## src/rtl/wb_stage_mw_pkg.sv

```systemverilog
// -----------------------------------------------------------------------------
// wb_stage_mw_pkg
// Shared widths for the multi-lane writeback stage.
//   - One MEM->WB lane is {gr_we, dest, result, pc}. A trace FIFO entry uses
//     the same layout {we, wnum, wdata, pc}, so a lane slice is pushed as is.
//   - One WB->ID lane is {rf_we, rf_waddr, rf_wdata}.
// No ports (package only).
// -----------------------------------------------------------------------------
package wb_stage_mw_pkg;

   localparam int PC_W     = 32;
   localparam int DBG_WE_W = 4;

   function automatic int mem_to_wb_lane_width(input int xlen, input int rw);
      return 1 + rw + xlen + PC_W;
   endfunction

   function automatic int wb_to_id_lane_width(input int xlen, input int rw);
      return 1 + rw + xlen;
   endfunction

endpackage

```

## src/rtl/wb_trace_fifo.sv

```systemverilog
// -----------------------------------------------------------------------------
// wb_trace_fifo
// Trace FIFO with up to LANES pushes and one pop per cycle. The FIFO pops
// its head every cycle that it holds an entry. The head is shown
// combinationally and reads as zero when the FIFO is empty.
// Ports:
//   clk, resetn  clock, asynchronous active-low reset
//   push_v       per-lane push strobes; the set bits form a prefix (lane 0 first)
//   push_data    per-lane entries, lane 0 in the LSBs
//   head_data    current head entry (zero when empty)
//   count        number of stored entries, 0..DEPTH
// DEPTH must be a power of two and at least 2.
// -----------------------------------------------------------------------------
module wb_trace_fifo #(
   parameter  int DEPTH = 4,
   parameter  int WIDTH = 70,
   parameter  int LANES = 2,
   localparam int PW    = $clog2(DEPTH),
   localparam int CW    = $clog2(DEPTH + 1)
) (
   input  logic                   clk,
   input  logic                   resetn,
   input  logic [LANES-1:0]       push_v,
   input  logic [LANES*WIDTH-1:0] push_data,
   output logic [WIDTH-1:0]       head_data,
   output logic [CW-1:0]          count
);

   logic [WIDTH-1:0] mem_q [DEPTH];
   logic [WIDTH-1:0] mem_d [DEPTH];
   logic [PW-1:0]    wr_ptr_q, wr_ptr_d;
   logic [PW-1:0]    rd_ptr_q, rd_ptr_d;
   logic [CW-1:0]    count_q, count_d;
   logic [CW-1:0]    push_n;
   logic             pop;

   always_comb begin
      pop    = (count_q != '0);
      push_n = '0;
      for (int i = 0; i < LANES; i++) begin
         push_n = push_n + CW'(push_v[i]);
      end
      // Valid lanes are contiguous from lane 0, so lane i lands at wr_ptr+i.
      // Pointers wrap naturally at the power-of-two depth.
      mem_d = mem_q;
      for (int i = 0; i < LANES; i++) begin
         if (push_v[i]) begin
            mem_d[wr_ptr_q + PW'(i)] = push_data[i*WIDTH +: WIDTH];
         end
      end
      wr_ptr_d = wr_ptr_q + PW'(push_n);
      rd_ptr_d = rd_ptr_q + PW'(pop);
      count_d  = count_q + push_n - CW'(pop);
   end

   always_ff @(posedge clk or negedge resetn) begin
      if (!resetn) begin
         wr_ptr_q <= '0;
         rd_ptr_q <= '0;
         count_q  <= '0;
      end else begin
         wr_ptr_q <= wr_ptr_d;
         rd_ptr_q <= rd_ptr_d;
         count_q  <= count_d;
      end
   end

   // Entry storage is data only; count_q decides what is live.
   always_ff @(posedge clk) begin
      mem_q <= mem_d;
   end

   assign head_data = pop ? mem_q[rd_ptr_q] : '0;
   assign count     = count_q;

endmodule

```

## src/rtl/wb_stage_mw.sv

```systemverilog
// -----------------------------------------------------------------------------
// wb_stage_mw
// Multi-lane writeback stage. It holds one retiring group of up to LANES
// instructions from MEM and commits the register-file writes to ID. The
// lanes are serialised into the single-port debug trace through
// wb_trace_fifo. When the FIFO cannot take the held group, the stage stalls
// and back-pressures MEM.
// Build option: WB_DEBUG_TRACE_EN. When it is defined, the trace FIFO and
// back-pressure are present. When it is undefined, the stage never stalls
// and the debug outputs are tied to zero.
// Ports:
//   clk, resetn        clock, asynchronous active-low reset
//   mem_to_wb_bus      per lane {gr_we, dest, result, pc}, lane 0 in the LSBs
//   mem_to_wb_valid    per-lane valid (lane 1 valid implies lane 0 valid)
//   wb_allow_in        WB accepts a group this cycle
//   wb_to_id_bus       per lane {rf_we, rf_waddr, rf_wdata}
//   debug_wb_*         trace head: pc, replicated we, wnum, wdata
// -----------------------------------------------------------------------------
module wb_stage_mw
   import wb_stage_mw_pkg::*;
#(
   parameter  int XLEN      = 32,
   parameter  int NREG      = 32,
   parameter  int LANES     = 2,
   parameter  int DBG_DEPTH = 4,
   localparam int RW        = $clog2(NREG),
   localparam int ML        = mem_to_wb_lane_width(XLEN, RW),
   localparam int IL        = wb_to_id_lane_width(XLEN, RW)
) (
   input  logic                  clk,
   input  logic                  resetn,
   input  logic [LANES*ML-1:0]   mem_to_wb_bus,
   input  logic [LANES-1:0]      mem_to_wb_valid,
   output logic                  wb_allow_in,
   output logic [LANES*IL-1:0]   wb_to_id_bus,
   output logic [PC_W-1:0]       debug_wb_pc,
   output logic [DBG_WE_W-1:0]   debug_wb_rf_we,
   output logic [RW-1:0]         debug_wb_rf_wnum,
   output logic [XLEN-1:0]       debug_wb_rf_wdata
);

   logic                  wb_valid_q, wb_valid_d;
   logic [LANES-1:0]      lane_v_q, lane_v_d;
   logic [LANES*ML-1:0]   payload_q, payload_d;
   logic                  ready_go;
   logic                  commit;
   logic [LANES-1:0]      wr_raw;
   logic [LANES-1:0]      rf_we;
   logic                  l_we   [LANES];
   logic [RW-1:0]         l_dest [LANES];
   logic [XLEN-1:0]       l_res  [LANES];

   // ---- MEM -> WB capture ----
   assign wb_allow_in = !wb_valid_q || ready_go;
   assign commit      = wb_valid_q && ready_go;

   always_comb begin
      wb_valid_d = wb_valid_q;
      lane_v_d   = lane_v_q;
      payload_d  = payload_q;
      if (wb_allow_in) begin
         wb_valid_d = |mem_to_wb_valid;
         lane_v_d   = mem_to_wb_valid;
         // Bubbles leave the payload untouched so ID keeps seeing stable data.
         if (|mem_to_wb_valid) begin
            payload_d = mem_to_wb_bus;
         end
      end
   end

   always_ff @(posedge clk or negedge resetn) begin
      if (!resetn) begin
         wb_valid_q <= 1'b0;
         lane_v_q   <= '0;
      end else begin
         wb_valid_q <= wb_valid_d;
         lane_v_q   <= lane_v_d;
      end
   end

   always_ff @(posedge clk) begin
      payload_q <= payload_d;
   end

   // ---- WB -> ID commit ----
   for (genvar i = 0; i < LANES; i++) begin : g_lane
      assign l_we[i]   = payload_q[i*ML + ML - 1];
      assign l_dest[i] = payload_q[i*ML + PC_W + XLEN +: RW];
      assign l_res[i]  = payload_q[i*ML + PC_W +: XLEN];
      assign wb_to_id_bus[i*IL +: IL] = {rf_we[i], l_dest[i], l_res[i]};
   end

   always_comb begin
      for (int i = 0; i < LANES; i++) begin
         wr_raw[i] = commit && lane_v_q[i] && l_we[i] && (l_dest[i] != '0);
      end
      // A younger lane writing the same register wins; the older write is dropped.
      rf_we = wr_raw;
      for (int i = 0; i < LANES; i++) begin
         for (int j = i + 1; j < LANES; j++) begin
            if (wr_raw[j] && (l_dest[j] == l_dest[i])) begin
               rf_we[i] = 1'b0;
            end
         end
      end
   end

   // ---- WB -> debug trace ----
`ifdef WB_DEBUG_TRACE_EN
   localparam int CW = $clog2(DBG_DEPTH + 1);

   logic [CW-1:0]    trace_count;
   logic [CW-1:0]    need;
   logic [CW-1:0]    room;
   logic [LANES-1:0] push_v;
   logic [ML-1:0]    trace_head;

   // Room is judged before this cycle's pop, so the stall check errs on the safe side.
   always_comb begin
      need = '0;
      for (int i = 0; i < LANES; i++) begin
         need = need + CW'(lane_v_q[i]);
      end
      room     = CW'(DBG_DEPTH) - trace_count;
      ready_go = !wb_valid_q || (room >= need);
   end

   assign push_v = {LANES{commit}} & lane_v_q;

   wb_trace_fifo #(
      .DEPTH (DBG_DEPTH),
      .WIDTH (ML),
      .LANES (LANES)
   ) u_trace_fifo (
      .clk       (clk),
      .resetn    (resetn),
      .push_v    (push_v),
      .push_data (payload_q),
      .head_data (trace_head),
      .count     (trace_count)
   );

   assign debug_wb_pc       = trace_head[0 +: PC_W];
   assign debug_wb_rf_we    = {DBG_WE_W{trace_head[ML-1]}};
   assign debug_wb_rf_wnum  = trace_head[PC_W + XLEN +: RW];
   assign debug_wb_rf_wdata = trace_head[PC_W +: XLEN];
`else
   // Without the trace, the PC fields and the FIFO depth have no consumer.
   logic unused_trace;

   assign ready_go          = 1'b1;
   assign debug_wb_pc       = '0;
   assign debug_wb_rf_we    = '0;
   assign debug_wb_rf_wnum  = '0;
   assign debug_wb_rf_wdata = '0;
   assign unused_trace      = (DBG_DEPTH > 0) ^ (^payload_q);
`endif

endmodule
```

## config.mk

```make
export PLATFORM = sky130hd
export DESIGN_NAME = wb_stage_mw
export DESIGN_NICKNAME = d
export VERILOG_FILES = /design/src/rtl/wb_stage_mw_pkg.sv /design/src/rtl/wb_trace_fifo.sv /design/src/rtl/wb_stage_mw.sv
export SDC_FILE = /design/constraint.sdc
export NUM_CORES = 1
export LEC_CHECK = 0
export ABC_AREA = 1
export CORE_AREA = 2 2 113 115
export CTS_BUF_LIST = sky130_fd_sc_hd__clkbuf_4 sky130_fd_sc_hd__clkbuf_8
export DETAILED_ROUTE_END_ITERATION = 7
export DIE_AREA = 0 0 115 117
export DONT_BUFFER_PORTS = 1
export PLACE_DENSITY = 0.43
export SYNTH_ARGS = -nofsm -noshare
export SYNTH_HDL_FRONTEND = slang
export SYNTH_SLANG_ARGS = --single-unit
```

## constraint.sdc

```tcl
create_clock -name clk -period 1.26 [get_ports clk]
set_input_delay 0.189 -clock clk [delete_from_list [all_inputs] [get_ports clk]]
set_output_delay 0.189 -clock clk [all_outputs]
set_load 0.05 [all_outputs]
```

==> out/results.txt <==
Status -> finished with violations
Violated checks -> setup timing
Part of the cycle the worst path needs -> 138%
Max_slew headroom -> 66.2%
Total negative slack -> -0.877 ns
P&R area growth vs syn -> 18.4%
Max-cap viol count -> 0
Die width -> 115 um
Initial antenna violation count -> 1
Crit Path Max Fanout -> 3
Tmin final -> 1.74 ns
RePlAce Congestion -> 0.766
Share of cells above drive strength 1 -> 15.6%
Gr usage total -> 8.42%
Grt ovf -> 0
First-pass iteration count of the detailed router -> 3
Leak -> 1.75 nW
Final setup viols -> 4
Synth area leader -> edfxtp_1
Yosys warns -> 0
Site Rows -> 41
CTS Root Buffer Type -> clkbuf_8
Arr. time, crit path -> 1.55 ns
Crit path kind -> register to output port
Starting Density -> 29.5%
CTS H-tree lvls -> 3
Ports -> 294
Vias in the first global route -> 1,590
Slew Viols, Final -> 0
Critical Path, Cell by Cell -> buf_6 -> nand2_2 -> nand2_2 -> nor2_1 -> nand3_1 -> nor2_1 -> nor2_2 -> buf_12
Register area share after synthesis -> 65.0%
CORE AREA -> 12,300 um2
Port Buffers -> 0
Wirelength per Cell -> 12.7 um
HPWL Detailed -> 3.97 mm
Die H -> 117 um
CTS clock-pin slew for the worst setup and hold paths -> 0.07 ns
Number of synthesized flops with an enable pin -> 76
Count of final hold-check violations -> 0
Initial drt markers -> 45
Count leader, synth -> buf_4
Number of distinct library cells after synthesis -> 13
Max Fclk -> 0.574 GHz
Setup crit start kind -> register
Worst EP required -> 1.07 ns
Seq. cell area -> 2360 um2
Ys flop type -> edfxtp_1
Fin util -> 34.9%
Max clock buf depth -> 2
Setup slack after layout -> -0.482 ns
Leading post-synthesis cells by cell area -> edfxtp_1 (63%), buf_4 (31%), dfrtp_1 (2.1%), nand2_1 (1.3%), inv_1 (0.93%)
Mapped Area -> 3630 um2
HP Class -> primary input to async pin
Slowest CP cell -> edfxtp_1
Share of the synthesized area in the top cell type -> 62.9%
First-pass GRT wire length -> 8.16 mm
Worst VDD drop -> 0.000637 V
Largest net degree at the start of global routing -> 43
Post-synthesis cell count -> 264
Die area -> 13,500 um2
Clock Sinks -> 79
Multi-input gate area -> 410 um2
Syn Area/Cell -> 13.7 um2
Routed via count -> 1,609
Final nets -> 447
CP Capture Type -> output port
Post-placement worst setup slack -> -0.156 ns
Post-synthesis async set-or-reset flop share -> 3.80%
Via density -> 3.51
Crit-path max cell delay -> 0.44 ns
Commonest cells post-synth -> buf_4 (148), edfxtp_1 (76), nand2_1 (13)
DRC violations left -> 0
Post-DRT Antenna Nets -> 0
Total Wirelength -> 5.81 mm
Filler Cells Inserted -> 1,182
Actual slew at the worst max-slew pin -> 0.507 ns
Seq cells post-synth -> 79
RSZ-0062 raised after global routing -> yes
Pwr/cell area -> 1640 nW/um2
CTS tree -> done
Cts bufs inserted -> 9
==> cell families after synthesis <==
group / synth area share [%]
buf+inv: 31.6
other cells: 0.207
simple gates: 3.00
xor+xnor: 0.242
flops: 65.0
==> worst paths after layout <==
kind                                     from               end  slack, ns  cells after the start
min in group clk           mem_to_wb_valid[0]            commit       0.15                      1
max in group asynchronous              resetn       lane_v_q[1]       1.00                      1
worst min-delay path                   resetn            commit       0.10                      1
worst max-delay path           payload_q[136]  wb_to_id_bus[37]      -0.48                      8
==> metrics by stage <==
stage	instance area (um2)	instances	hold WS (ns)	total power, mW
2_1_floorplan	3900	336	-0.107	5.11
3_3_place_gp	3210	362	-0.106	4.84
3_5_place_dp	3210	362	-0.106	4.83
4_1_cts	4280	458	0.0735	7.12
5_1_grt	4290	458	0.0831	7.29
6_report	4300	459	0.105	7.02
==> cell type report <==
class | count | share of cell area [%]
tap | 150 | 4.37
sequential | 79 | 54.9
clock buffer | 10 | 3.06
multi-input combinational | 100 | 9.55
antenna | 1 | 0.0583
timing repair buffer | 104 | 25.3
clock inverter | 6 | 1.98
inverter | 9 | 0.845
==> worst max-delay path, delay by kind of cell (launching register included) <==
family	cells	cell delay (ns)
buffers and inverters	2	0.29
DFF	1	0.44
and+or+nand+nor	6	0.47
==> layer usage <==
| layer | GRT usage (%) | up-vias | share of wire [%] |
|---|---|---|---|
| li1 | - | 729 | - |
| met2 | 13.5 | 147 | 49 |
| met4 | 5.06 | 0 | 1.6 |
| met1 | 8.48 | 727 | 35 |
| met3 | 4.94 | 6 | 14 |
| met5 | 0 | - | 0 |
==> power breakdown <==
| part | total (mW) | internal (mW) | switching, mW | leakage, nW |
|---|---|---|---|---|
| combinational | 1.10 | 0.323 | 0.777 | 0.836 |
| sequential | 3.92 | 3.16 | 0.768 | 0.808 |
| clock | 2.00 | 1.13 | 0.869 | 0.107 |
| total | 7.02 | 4.61 | 2.41 | 1.75 |
==> registers in the layout (all words and copies together) (netlist names) <==
register   cells
payload_q     76
commit         1
lane_v_q       2
==> cell usage in the layout (no fill, tap or decap), types with 2 or more instances in the layout <==
cell type	n
nor2_1	4
nand3_1	2
dlygate4sd3_1	79
dfrtp_1	3
bufinv_16	2
buf_12	4
nand2_2	2
clkbuf_8	9
inv_1	7
buf_4	11
nand2_1	11
conb_1	74
edfxtp_1	76
nand4_1	2
buf_6	5
buf_8	5
==> what timing repair did <==
action,in CTS,in global routing
hold buffers,79,0
pin swaps,6,5
setup endpoints to repair,7,7
gates resized for setup,18,4
hold endpoints to repair,81,0
setup buffers,3,1
No activity file was read; power rests on OpenSTA's default activity.
